===== src/rtl/keypad_scan_ctrl.sv =====
// 4x4 matrix keypad scanner: drives one row low at a time, samples the columns once per
// row, debounces whole-frame results and hands accepted key presses to a ready/valid consumer.
module keypad_scan_ctrl #(
   parameter int unsigned SCAN_CNT   = 50000,
   parameter int unsigned DEB_FRAMES = 3
) (
   input  logic       clk,
   input  logic       rst,
   output logic [3:0] row,
   input  logic [3:0] col,
   output logic [3:0] key_code,
   output logic       key_valid,
   input  logic       key_ready,
   output logic       overflow
);

   localparam logic [15:0] DWELL_LAST = 16'(SCAN_CNT - 1);
   localparam logic [3:0]  DEB_TARGET = 4'(DEB_FRAMES);

   typedef enum logic [1:0] {
      FRAME_NONE,
      FRAME_SINGLE,
      FRAME_MULTI
   } frame_class_t;

   typedef enum logic {
      RELEASED,
      PRESSED
   } deb_state_t;

   logic [3:0]   col_meta;
   logic [3:0]   col_sync;
   logic [15:0]  dwell_cnt;
   logic [1:0]   row_idx;
   logic         sample_now;
   logic         frame_end;
   logic [1:0]   acc_cnt;
   logic [3:0]   acc_code;
   logic [1:0]   cur_cnt;
   logic [1:0]   cur_col;
   logic [2:0]   tot_raw;
   logic [1:0]   tot_cnt;
   logic [3:0]   frame_code;
   frame_class_t frame_class;
   frame_class_t prev_class;
   logic [3:0]   prev_code;
   logic         same_frame;
   logic [3:0]   stable_cnt;
   logic [3:0]   stable_next;
   deb_state_t   state;
   logic         press_event;

   // The columns are asynchronous to clk; only col_sync is ever looked at.
   always_ff @(posedge clk) begin
      if (rst) begin
         col_meta <= 4'b1111;
         col_sync <= 4'b1111;
      end else begin
         col_meta <= col;
         col_sync <= col_meta;
      end
   end

   always_ff @(posedge clk) begin
      if (rst) begin
         dwell_cnt <= '0;
         row_idx   <= '0;
         row       <= 4'b1110;
      end else if (sample_now) begin
         dwell_cnt <= '0;
         row_idx   <= row_idx + 2'd1;
         row       <= ~(4'b0001 << (row_idx + 2'd1));
      end else begin
         dwell_cnt <= dwell_cnt + 16'd1;
      end
   end

   assign sample_now = (dwell_cnt == DWELL_LAST);
   assign frame_end  = sample_now && (row_idx == 2'd3);

   // Low-column counts saturate at 2, which is all that is needed to tell MULTI apart.
   always_comb begin
      cur_cnt = '0;
      cur_col = '0;
      for (int i = 0; i < 4; i++) begin
         if (!col_sync[i]) begin
            cur_col = 2'(i);
            if (cur_cnt != 2'd2) begin
               cur_cnt = cur_cnt + 2'd1;
            end
         end
      end
      tot_raw    = {1'b0, acc_cnt} + {1'b0, cur_cnt};
      tot_cnt    = (tot_raw >= 3'd2) ? 2'd2 : tot_raw[1:0];
      frame_code = (acc_cnt != 2'd0) ? acc_code : {row_idx, cur_col};
      case (tot_cnt)
         2'd0:    frame_class = FRAME_NONE;
         2'd1:    frame_class = FRAME_SINGLE;
         default: frame_class = FRAME_MULTI;
      endcase
   end

   always_ff @(posedge clk) begin
      if (rst) begin
         acc_cnt  <= '0;
         acc_code <= '0;
      end else if (sample_now) begin
         if (row_idx == 2'd3) begin
            acc_cnt  <= '0;
            acc_code <= '0;
         end else begin
            acc_cnt  <= tot_cnt;
            acc_code <= frame_code;
         end
      end
   end

   always_comb begin
      same_frame = (frame_class == prev_class) &&
                   ((frame_class != FRAME_SINGLE) || (frame_code == prev_code));
      if (!same_frame) begin
         stable_next = 4'd1;
      end else if (stable_cnt >= DEB_TARGET) begin
         stable_next = DEB_TARGET;
      end else begin
         stable_next = stable_cnt + 4'd1;
      end
      press_event = frame_end && (state == RELEASED) &&
                    (frame_class == FRAME_SINGLE) && (stable_next == DEB_TARGET);
   end

   // Debounce FSM and the consumer-facing event register share one clocked block so the
   // event lands exactly one cycle after the frame-end sample.
   always_ff @(posedge clk) begin
      if (rst) begin
         state      <= RELEASED;
         stable_cnt <= '0;
         prev_class <= FRAME_NONE;
         prev_code  <= '0;
         key_code   <= '0;
         key_valid  <= 1'b0;
         overflow   <= 1'b0;
      end else begin
         if (frame_end) begin
            stable_cnt <= stable_next;
            prev_class <= frame_class;
            prev_code  <= frame_code;
            case (state)
               RELEASED: begin
                  if ((frame_class == FRAME_SINGLE) && (stable_next == DEB_TARGET)) begin
                     state <= PRESSED;
                  end
               end
               PRESSED: begin
                  if ((frame_class == FRAME_NONE) && (stable_next == DEB_TARGET)) begin
                     state <= RELEASED;
                  end
               end
               default: state <= RELEASED;
            endcase
         end

         if (key_valid && key_ready) begin
            if (press_event) begin
               key_code <= frame_code;
            end else begin
               key_valid <= 1'b0;
            end
         end else if (key_valid) begin
            if (press_event) begin
               overflow <= 1'b1;
            end
         end else if (press_event) begin
            key_code  <= frame_code;
            key_valid <= 1'b1;
         end
      end
   end

endmodule


===== config.mk =====
export PLATFORM = sky130hd
export DESIGN_NAME = keypad_scan_ctrl
export DESIGN_NICKNAME = d
export VERILOG_FILES = /design/src/rtl/keypad_scan_ctrl.sv
export SDC_FILE = /design/constraint.sdc
export NUM_CORES = 1
export LEC_CHECK = 0
export BUFFER_PORTS_ARGS = -buffer_cell sky130_fd_sc_hd__clkbuf_2
export CAP_MARGIN = 25
export CORE_MARGIN = 2
export CORE_UTILIZATION = 45
export DETAILED_ROUTE_END_ITERATION = 16
export SYNTH_ARGS = -nofsm -noshare
export SYNTH_HDL_FRONTEND = slang
export SYNTH_SLANG_ARGS = --single-unit

===== constraint.sdc =====
create_clock -name clk -period 4.9 [get_ports clk]
set_clock_uncertainty 0.05 [all_clocks]
set_input_delay 0.735 -clock clk [delete_from_list [all_inputs] [get_ports clk]]
set_output_delay 0.735 -clock clk [all_outputs]
set_load 0.02 [all_outputs]

; Word-level counts from Yosys, hierarchy flattened
; Cells that the tools add are included.
[word_totals]
word_cells = 81
out_inout_bits = 10
in_bits = 7
register_bits = 53
[classes]
n_eq_ne = 13
magnitude_cmp = 2
muxes = 27
n_reduce_logical = 14
n_bitwise = 3
shift = 1
n_addsub = 7
[op_table]
columns = cell, n
row1 = 2-to-1 mux 4 bit, 7
row2 = 2-to-1 mux 2 bit, 10
row3 = adder 16 x 1 -> 16 bit (second input constant), 1
row4 = equality test 16 bit (second input constant), 1
row5 = adder 2 x 1 -> 2 bit (second input constant), 4
row6 = logical AND 1 bit, 8
row7 = 2-to-1 mux 1 bit, 8
row8 = inequality test 2 bit (second input constant), 4
row9 = adder 4 x 1 -> 4 bit (second input constant), 1
row10 = equality test 2 x 1 -> 1 bit (second input constant), 2
row11 = equality test 4 x 2 -> 1 bit (second input constant), 1
row12 = equality test 4 bit, 1
row13 = greater-or-equal comparator 4 x 2 -> 1 bit (second input constant), 1
row14 = zero test 2 bit, 2
row15 = inequality test 2 x 1 -> 1 bit (second input constant), 2
row16 = inverter 4 bit, 1
row17 = case mux 2 bit (2 select lines), 1
row18 = << shifter 1 x 2 -> 4 bit (first input constant), 1
row19 = adder 2 x 2 -> 3 bit, 1
row20 = greater-or-equal comparator 3 x 2 -> 1 bit (second input constant), 1
row21 = AND reduction 3 bit, 1
row22 = equality test 2 bit, 1
row23 = equality test 2 bit (second input constant), 1
row24 = inverter 1 bit, 2
row25 = other kinds (4), 4

; Depth between registers and ports, before layout
; Gate-level depths: netlist of the first run.
[logic_depth]
depth_word = 24
mapped_depth = 15
depth_no_buf = 15

; Least setup slack after synthesis of the first run
; Ideal clock, no wire load.
[synth_path]
path_type = reg2reg
startpoint = register col_sync[0]
endpoint = register key_code[0]
n_path_buf = 0
stages_incl_launch_ff = 15
setup_time_ns = 0.121
arrival_time_ns = 3.255
period_less_slack_ns = 3.426
slack_ns = 1.474
t_required_ns = 4.729
cell_sequence = dfxtp_1 > inv_1 > ha_1 > mux2i_1 > ha_1 > nor2_1 > a21oi_1 > ha_1 > inv_1 > fa_1 > nand3_1 > a2111oi_0 > o211ai_1 > nor4_1 > mux2_2
[synth_via]
elab_chain_len = 24
elab_cells_between_ends = 31
classes_between = 4 x add/sub / 1 x order compare / 8 x eq/ne / 13 x mux / 5 x reduce/logical
[synth_lines]
columns = element, line
row1 = start: declaration, 32  ; logic [3:0] col_sync;
row2 = start signal: assignment, 60  ; col_sync <= col_meta;
row3 = 2-to-1 mux 1 bit *, 86  ; if (!col_sync[i]) begin
row4 = adder 2 x 1 -> 2 bit / inequality test 2 bit (equally long branches), "89, 88"
row5 = 2-to-1 mux 2 bit, 88  ; if (cur_cnt != 2'd2) begin
row6 = 2-to-1 mux 2 bit *, 86
row7 = adder 2 x 1 -> 2 bit / inequality test 2 bit (equally long branches), "89, 88"
row8 = 2-to-1 mux 2 bit, 88
row9 = 2-to-1 mux 2 bit *, 86
row10 = adder 2 x 1 -> 2 bit / inequality test 2 bit (equally long branches), "89, 88"
row11 = [8 not listed], -
row12 = logical OR 1 bit, 120  ; ((frame_class != FRAME_SINGLE) || (frame_code == prev_code));
row13 = logical AND 1 bit, 119  ; same_frame = (frame_class == prev_class) &&
row14 = 2-to-1 mux 4 bit, 121  ; if (!same_frame) begin
row15 = equality test 4 x 2 -> 1 bit, 129  ; (frame_class == FRAME_SINGLE) && (stable_next == DEB_TARGET);
row16 = logical AND 1 bit *, 129
row17 = 2-to-1 mux 4 bit *, -
row18 = 2-to-1 mux 4 bit, -
row19 = 2-to-1 mux 4 bit *, -
row20 = end signal: assignment, 165  ; key_code <= frame_code;
row21 = end signal: assignment, 174  ; key_code <= frame_code;
row22 = end: declaration, 11  ; output logic [3:0] key_code,
; Mark *: on every way between the ends. The rest lies on a longest branch, timed or not. The select of a mux whose other input is x is not followed.
; A chain may end at the register's enable or synchronous reset.

; Worst setup path after layout of the first run
[layout_path]
startpoint = register col_sync[0]
endpoint = register key_code[3]
; Same word-level chain as after synthesis.

==> results.toml, run 1 <==
[status]
status = "completed"

[placement]
dp_hpwl_um = 3222
placed_area_um2 = 2552
gp_congestion = 0.8030
numPortBuffers = 16

[layout]
multi_input_area_um2 = 1286
layout-drive-gt1-share_pct = 15.60
final_area_um2 = 2639
syn_to_final_growth_pct = 7.602
ff_latch_area_um2 = 1061
antenna-diode-count = 0
fin_nets = 300
fill_cells = 495

[routing]
via_count = 1833
drt_iter0_markers = 56
vias_per_cell = 5.207
routedWlPerCell_um = 12.85
first_pass_iters = 4
ant_nets = 0
drt_wl_total_um = 4522
drc = 0

[yosys]
synth_cells = 269
synth-xor-area-share_pct = 6.071
yosys.area.top_type = "dfxtp_1"
synth_commonest_cells = "dfxtp_1, nor2_1, a21oi_1"
ys_ff_latch = 53
yosys.cell_count.top_type = "dfxtp_1"
synth_top_family_by_area = "simple AND/OR/NAND/NOR gates"
synthMuxAreaShare_pct = 3.469
synth-async-reset-ratio_pct = 0
syn-num-nets = 287
avgSynthCellArea_um2 = 9.117
ys_types = 51
synth_area_leaders = "dfxtp_1, nor2_1, ha_1, xor2_1, a21oi_1"
synthAdderAreaFrac_pct = 5.918
synth_edf_count = 0
netlist.area_leader.share_pct = 43.27
yosysSeqAreaShare_pct = 43.27
synth-simple-area-share_pct = 25.46
yosys_warnings = 0
synth_area_um2 = 2452
synth_compound_area_share_pct = 11.53
synth_ff_type = "dfxtp_1"

[grt]
first_global_vias = 1744
grtUsageTotal_pct = 15.64
overflow = 0
grt_max_degree = 44
antenna_found_initial = 0
grt_pass1_wl_um = 7693

[critical_path]
path_delay_family = "adder cells"
cp_num_buf_inv = 2
cp.arrival_ns = 4.12
slowest_stage = "nor4_1"
r2r_slack_ns = 0.92
rr_worst_depth = 14
crit_fanout = 4
cp.required_ns = 5.04
worst_setup_path_end_kind = "register"
critical_path_class = "register to register"
r2r-start = "col_sync[0]"
r2r-end = "key_code[3]"
start_kind = "register"
crit_top_cell = "ha_1"
crit_chain = "inv_1 > ha_1 > mux2i_1 > ha_1 > nor2_1 > a21oi_1 > ha_1 > inv_1 > fa_1 > nand3_1 > a2111oi_0 > o211ai_1 > nor4_1 > mux2_2"
max_stage_delay_ns = 0.79

[clock_tree]
insertion_delay_ns = 0.30
cts_resized = 0
htree_levels = 2
cts_tree = "done"
path_clk_slew_ns = 0.08
post_cts_buffers = 0
clock_path_buffers = 2
cts_root_buf = "clkbuf_8"
cts_hold_buffers = 0
clock_sinks = 53
numCtsBuffers = 5

[die]
dieArea_um2 = 6056
coreArea_um2 = 5172
dieWidth_um = 77.82
row_count = 26
chipHeight_um = 77.82
initial_utilization_pct = 47.41
ios = 17

[power]
powerDensity_nw_per_um2 = 269.3
leakagePower_nw = 1.009
ir_worst_vdd_mv = 0.1789

[hold_path]
worstHoldStart = "col_meta[1]"
min_to = "col_sync[1]"
min_path_cells = 1
worstHoldPathType = "register to register"

[job]
cap_violations = 0

[timing]
hold_violations = 0
setup_viol = 0
fmax_mhz = 251.2
period_needed_ns = 3.980
slew_violations = 0
fin_tns_setup_ns = 0
rsz0062_at_grt = "no"
slew_headroom_pct = 38.53
period_share_pct = 81.23
tightest_slew_ns = 0.9136
[how the worst max path moves through the flow]
stage,start,end,cells past startpoint
final,col_sync[0],key_code[3],14
after global routing,col_sync[0],key_code[3],14
after detailed placement,col_sync[0],key_code[1],14
after global placement,col_sync[0],key_code[1],14
after floorplan,col_sync[0],key_code[0],14
after CTS,col_sync[0],key_code[3],14
[cell type report]
cell class / count / share of cell area (%)
inverter: 10 / 1.422
tap: 70 / 3.319
timing repair buffer: 16 / 3.035
sequential: 53 / 40.21
multi-input combinational: 196 / 48.74
clock buffer: 7 / 3.272
[through the flow]
| step | hold slack (ns) | utilization (%) | std cells | setup slack (ns) | total power [mW] |
|---|---|---|---|---|---|
| floorplan | 0.3395 | - | 269 | 1.474 | 0.4736 |
| global placement | 0.3440 | 49.35 | 345 | 1.116 | 0.4802 |
| detailed placement | 0.3484 | 49.35 | 345 | 0.9587 | 0.4807 |
| CTS | 0.3699 | 51.02 | 352 | 0.9540 | 0.7230 |
| global route | 0.3872 | 51.02 | 352 | 0.7003 | 0.7438 |
| finish | 0.3657 | 51.02 | 352 | 0.9199 | 0.7105 |
[metal layers]
layer	track usage (%)	share of wire, %	vias to the layer above
li1	-	-	959
met2	25.52	47	20
met4	6.071	1.7	0
met1	20.50	48	845
met3	2.791	2.5	9
met5	0	0	-
[placed cells by master (no fill, tap or decap), types with 8 or more instances in the layout]
cell / instances
ha_1: 10
nand2_1: 12
xor2_1: 9
a21oi_1: 14
inv_1: 10
dfxtp_1: 53
clkbuf_2: 16
or2_2: 9
xnor2_1: 8
nor2_1: 46
nand3_1: 9
nor3_1: 8
[registers in the layout (all words and copies together) (netlist names)]
register,flops
row_idx,2
col_sync,4
overflow,1
stable_cnt,4
prev_class,2
dwell_cnt,16
key_valid,1
col_meta,4
acc_cnt,2
key_code,4
state,1
prev_code,4
acc_code,4
row,4
[logic make-up (layout without fill, tap and decap cells)]
logic type,after synthesis,count (layout)
simple gates,119,119
xor+xnor,17,17
fa+ha+maj,11,11
buf+inv,20,33
mux,8,8
compound gates,41,41
flops,53,53
[where the power goes]
| group | total [mW] | internal, mW | switching [mW] |
|---|---|---|---|
| registers | 0.439 | 0.435 | 0.00335 |
| logic | 0.0315 | 0.0126 | 0.0189 |
| clock network | 0.240 | 0.112 | 0.128 |
(Power assumes the default switching activity.)
==> inputs of run 2 (changes only) <==
==> constraint.sdc (replaced) <==
create_clock -name clk -period 3.6 [get_ports clk]
set_clock_uncertainty 0.05 [all_clocks]
set_input_delay 0.54 -clock clk [delete_from_list [all_inputs] [get_ports clk]]
set_output_delay 0.54 -clock clk [all_outputs]
set_load 0.02 [all_outputs]
==> results.toml, run 2 (synthesis gave the netlist of run 1 again) <==
[die]
row_count = 26
coreArea_um2 = 5172
dieArea_um2 = 6056
ios = 17
dieWidth_um = 77.82
initial_utilization_pct = 47.41
chipHeight_um = 77.82

[timing]
slew_headroom_pct = 61.02
period_share_pct = 97.67
setup_slack_ns = 0.08371
slew_violations = 0
rsz0062_at_grt = "yes"
fmax_mhz = 284.4
hold_violations = 0
tightest_slew_ns = 0.5848
setup_viol = 0
period_needed_ns = 3.516

[clock_tree]
cts_tree = "done"
cts_hold_buffers = 0
clock_path_buffers = 2
numCtsBuffers = 5
insertion_delay_ns = 0.31
clock_sinks = 53
cts_root_buf = "clkbuf_8"
htree_levels = 2
path_clk_slew_ns = 0.09

[critical_path]
r2r_slack_ns = 0.08
crit_fanout = 3
start_kind = "register"
startpoint = "col_sync[1]"
r2r-end = "state"
cp.required_ns = 3.80
rr_worst_depth = 15
worst_setup_path_end_kind = "register"
r2r-start = "col_sync[1]"
critical_path_class = "register to register"
cp.arrival_ns = 3.72

[layout]
layout-drive-gt1-share_pct = 24.66
syn_to_final_growth_pct = 14.34
fin_nets = 309
mostFrequentLayoutCell = "dfxtp_1"
mostFrequentLayoutCells = "dfxtp_1, nor2_1, clkbuf_2"
regMostFlops = "dwell_cnt"
largest_reg_flops = 16
antenna-diode-count = 0

[grt]
grtUsageTotal_pct = 15.81
first_global_vias = 1694
grtUsageMet2_pct = 25.17
antenna_found_initial = 0
grt.busiest_layer = "met2"
met1_usage_pct = 21.28
use_met3_pct = 3.605
grt_pass1_wl_um = 7679
overflow = 0
grt_max_degree = 24

[routing]
routedWlPerCell_um = 13.04
first_pass_iters = 4
drt_iter0_markers = 68
ant_nets = 0
vias_per_cell = 5.146
via_count = 1863
drt_wl_total_um = 4720
drc = 0

[placement]
pre_cts_ws_ns = 0.01238
dp_hpwl_um = 3216
numPortBuffers = 16
gp_congestion = 0.7617

[hold_path]
min_path_cells = 2
worstHoldStart = "col[3]"
worstHoldPathType = "input port to register"
min_to = "col_meta[3]"

[power]
leakagePower_nw = 1.045
powerDensity_nw_per_um2 = 351.2
ir_worst_vdd_mv = 0.2911
p_total_uw = 984.6

[job]
cap_violations = 0

[status]
status = "completed"
run 2: worst max-delay path by stage:
| stage | endpoint | slack (ns) | cells past startpoint |
|---|---|---|---|
| after floorplan | key_code[0] | 0.17 | 14 |
| after global placement | key_code[1] | 0.13 | 15 |
| after detailed placement | state | 0.01 | 15 |
| after CTS | state | 0.02 | 15 |
| after global routing | state | -0.09 | 15 |
| final | state | 0.08 | 15 |
run 2: per-stage QoR:
| step | area [um2] | utilization (%) | hold slack (ns) | setup TNS [ns] | instances |
|---|---|---|---|---|---|
| 2_1_floorplan | 2452 | - | 0.3395 | 0 | 269 |
| 6_report | 2804 | 54.21 | 0.3612 | 0 | 362 |
| 3_3_place_gp | 2597 | 50.22 | 0.3431 | 0 | 351 |
| 4_1_cts | 2683 | 51.86 | 0.3664 | 0 | 359 |
| 3_5_place_dp | 2597 | 50.22 | 0.3555 | 0 | 351 |
| 5_1_grt | 2804 | 54.21 | 0.3659 | -0.2629 | 362 |
run 2: area by class of cell:
cell class / count / area [um2]
flip-flops and latches: 53 / 1065
inverters: 10 / 37.54
clock inverters: 1 / 7.507
multi-input cells: 196 / 1383
well taps: 70 / 87.58
clock buffers: 7 / 76.32
fillers: 489 / 2369
repair buffers: 25 / 147.6
run 2: timing repair:
action / 4_1_cts / 5_1_grt
endpoints found under the setup margin: 1 / 9
pin swaps: 0 / 11
buffers inserted: 0 / 3
resized for setup: 1 / 22
run 2: layer usage:
layer  part of all wire, %  vias to the layer above  wire length (um)
met2                    46                       16              2166
met4                   1.5                        0                70
met5                     0                        -                 0
met1                    50                      865              2362
met3                   2.6                        7               122
li1                      -                      975                 -
run 2: report_power, final:
| part | switching (mW) | leakage (nW) | internal [mW] |
|---|---|---|---|
| registers | 0.00527 | 0.428 | 0.593 |
| clock network | 0.190 | 0.0385 | 0.138 |
| logic | 0.0316 | 0.578 | 0.0272 |
run 2: critical path, cell delays in order (launching register included):
cell	delay, ns
dfxtp_2	0.36
inv_2	0.05
ha_4	0.24
mux2i_4	0.15
ha_2	0.19
nor2_2	0.03
a21oi_2	0.11
ha_2	0.18
inv_2	0.04
fa_1	0.57
nand3_2	0.10
a2111oi_4	0.32
o211ai_1	0.21
o41a_1	0.37
or3b_1	0.38
a21oi_1	0.12
==> inputs of run 3 (changes only) <==
--- a/config.mk
+++ b/config.mk
@@ -10,6 +10,7 @@
 export CORE_MARGIN = 2
 export CORE_UTILIZATION = 45
 export DETAILED_ROUTE_END_ITERATION = 16
+export SETUP_SLACK_MARGIN = 0.5
 export SYNTH_ARGS = -nofsm -noshare
 export SYNTH_HDL_FRONTEND = slang
 export SYNTH_SLANG_ARGS = --single-unit
==> results.toml, run 3 (synthesis gave the netlist of run 1 again) <==
[status]
status = "completed"

[grt]
met1_usage_pct = 23.56
first_global_vias = 1876
antenna_found_initial = 0
grt.busiest_layer = "met2"
grt_pass1_wl_um = 8728
grtUsageMet2_pct = 28.62
grtUsageTotal_pct = 17.93
use_met3_pct = 3.605
grt_max_degree = 25
overflow = 0

[clock_tree]
htree_levels = 2
path_clk_slew_ns = 0.10
insertion_delay_ns = 0.32
numCtsBuffers = 5
clock_sinks = 53
cts_tree = "done"
cts_hold_buffers = 0
cts_root_buf = "clkbuf_8"
clock_path_buffers = 2

[layout]
syn_to_final_growth_pct = 16.38
layout-drive-gt1-share_pct = 25.60
utilization_pct = 55.18
mostFrequentLayoutCells = "dfxtp_1, nor2_1, clkbuf_2"
regMostFlops = "dwell_cnt"
fill_cells = 487
fin_nets = 310
final_area_um2 = 2854
multi_input_area_um2 = 1418
largest_reg_flops = 16
mostFrequentLayoutCell = "dfxtp_1"
ff_latch_area_um2 = 1065
antenna-diode-count = 0

[routing]
drt_wl_total_um = 4969
drc = 0
first_pass_iters = 4
ant_nets = 0
via_count = 1927
routedWlPerCell_um = 13.69
drt_iter0_markers = 84
vias_per_cell = 5.309

[power]
swShare_pct = 23.73
pwr-share-comb_pct = 5.8
p_total_uw = 992.2
powerDensity_nw_per_um2 = 347.7
p_sw_uw = 235.4
power.share.sequential_pct = 60.3
p_int_uw = 756.8
ir_worst_vdd_mv = 0.1935
leakagePower_nw = 1.073
pwr-share-clk_pct = 33.9

[timing]
setup_viol = 0
fin_tns_setup_ns = 0
hold_violations = 0
rsz0062_at_grt = "yes"
tightest_slew_ns = 0.5578
slew_violations = 0
period_share_pct = 93.00
setup_slack_ns = 0.2519
period_needed_ns = 3.348
fmax_mhz = 298.7
slew_headroom_pct = 62.29

[job]
cap_violations = 0

[hold_path]
worstHoldPathType = "input port to register"
worstHoldStart = "col[0]"

[placement]
placed_area_um2 = 2609
numPortBuffers = 16
dp_hpwl_um = 3366
pre_cts_ws_ns = 0.09364
gp_congestion = 0.8127

[die]
ios = 17
dieWidth_um = 77.82
initial_utilization_pct = 47.41
dieArea_um2 = 6056
row_count = 26
chipHeight_um = 77.82
coreArea_um2 = 5172

[critical_path]
r2r_slack_ns = 0.25
rr_worst_depth = 15
startpoint = "col_sync[0]"
endpoint = "state"
cp.arrival_ns = 3.54
crit_fanout = 3
r2r-start = "col_sync[0]"
r2r-end = "state"
cp.required_ns = 3.80
critical_path_class = "register to register"
start_kind = "register"
worst_setup_path_end_kind = "register"
==> run 3: cell count changes in the layout (fill, tap and decap cells not counted), sizes merged <==
cell / previous run / this run
buf: 9 / 10
==> run 3: metrics by stage <==
stage	cells	hold WS, ns
final	363	0.3469
after floorplan	269	0.3395
after detailed placement	350	0.3497
after CTS	362	0.3433
after global routing	363	0.3457
after global placement	350	0.3512
==> run 3: worst min path at each step <==
stage                             end  slack, ns  depth (start not counted)
after floorplan           col_sync[0]       0.34                          1
after global placement    col_sync[2]       0.35                          1
after detailed placement  col_sync[2]       0.35                          1
after CTS                 col_meta[0]       0.34                          2
after global routing      col_meta[0]       0.35                          2
final                     col_meta[0]       0.35                          2
==> run 3: critical path: stages (launching register included) <==
cell and delay, ns:
dfxtp_2 0.35, inv_2 0.05, ha_4 0.23, mux2i_4 0.15, ha_2 0.19, nor2_2 0.03
a21oi_2 0.11, ha_2 0.18, inv_2 0.03, fa_1 0.53, nand3_2 0.13, a2111oi_4 0.19
o211ai_1 0.21, o41a_1 0.36, or3b_1 0.35, a21oi_1 0.12
==> run 3: layer usage <==
metal / part of all wire (%) / wire [um]
met3: 2.3 / 116
met4: 1.8 / 91
met2: 48 / 2370
met1: 48 / 2391
met5: 0 / 0
==> run 3: power groups by stage <==
stage	logic, mW	registers [mW]	clock network [mW]
5_1_grt	0.0654	0.600	0.368
3_3_place_gp	0.0451	0.611	0
6_report	0.0577	0.599	0.336
2_1_floorplan	0.0373	0.609	0
4_1_cts	0.0526	0.598	0.343
3_5_place_dp	0.0455	0.611	0
==> run 3: what timing repair did <==
| item | 4_1_cts | 5_1_grt |
|---|---|---|
| setup buffers | 4 | 1 |
| resized for setup | 17 | 11 |
| pin swaps | 14 | 6 |
| setup endpoints to repair | 9 | 9 |
==> run 3: area by class of cell <==
| class | instances | share of cell area [%] |
|---|---|---|
| Clock inverter | 1 | 0.2630 |
| Clock buffer | 7 | 2.674 |
| Sequential cell | 53 | 37.31 |
| Multi-Input combinational cell | 196 | 49.67 |
| Inverter | 10 | 1.315 |
| Tap cell | 70 | 3.069 |
| Timing Repair Buffer | 26 | 5.699 |
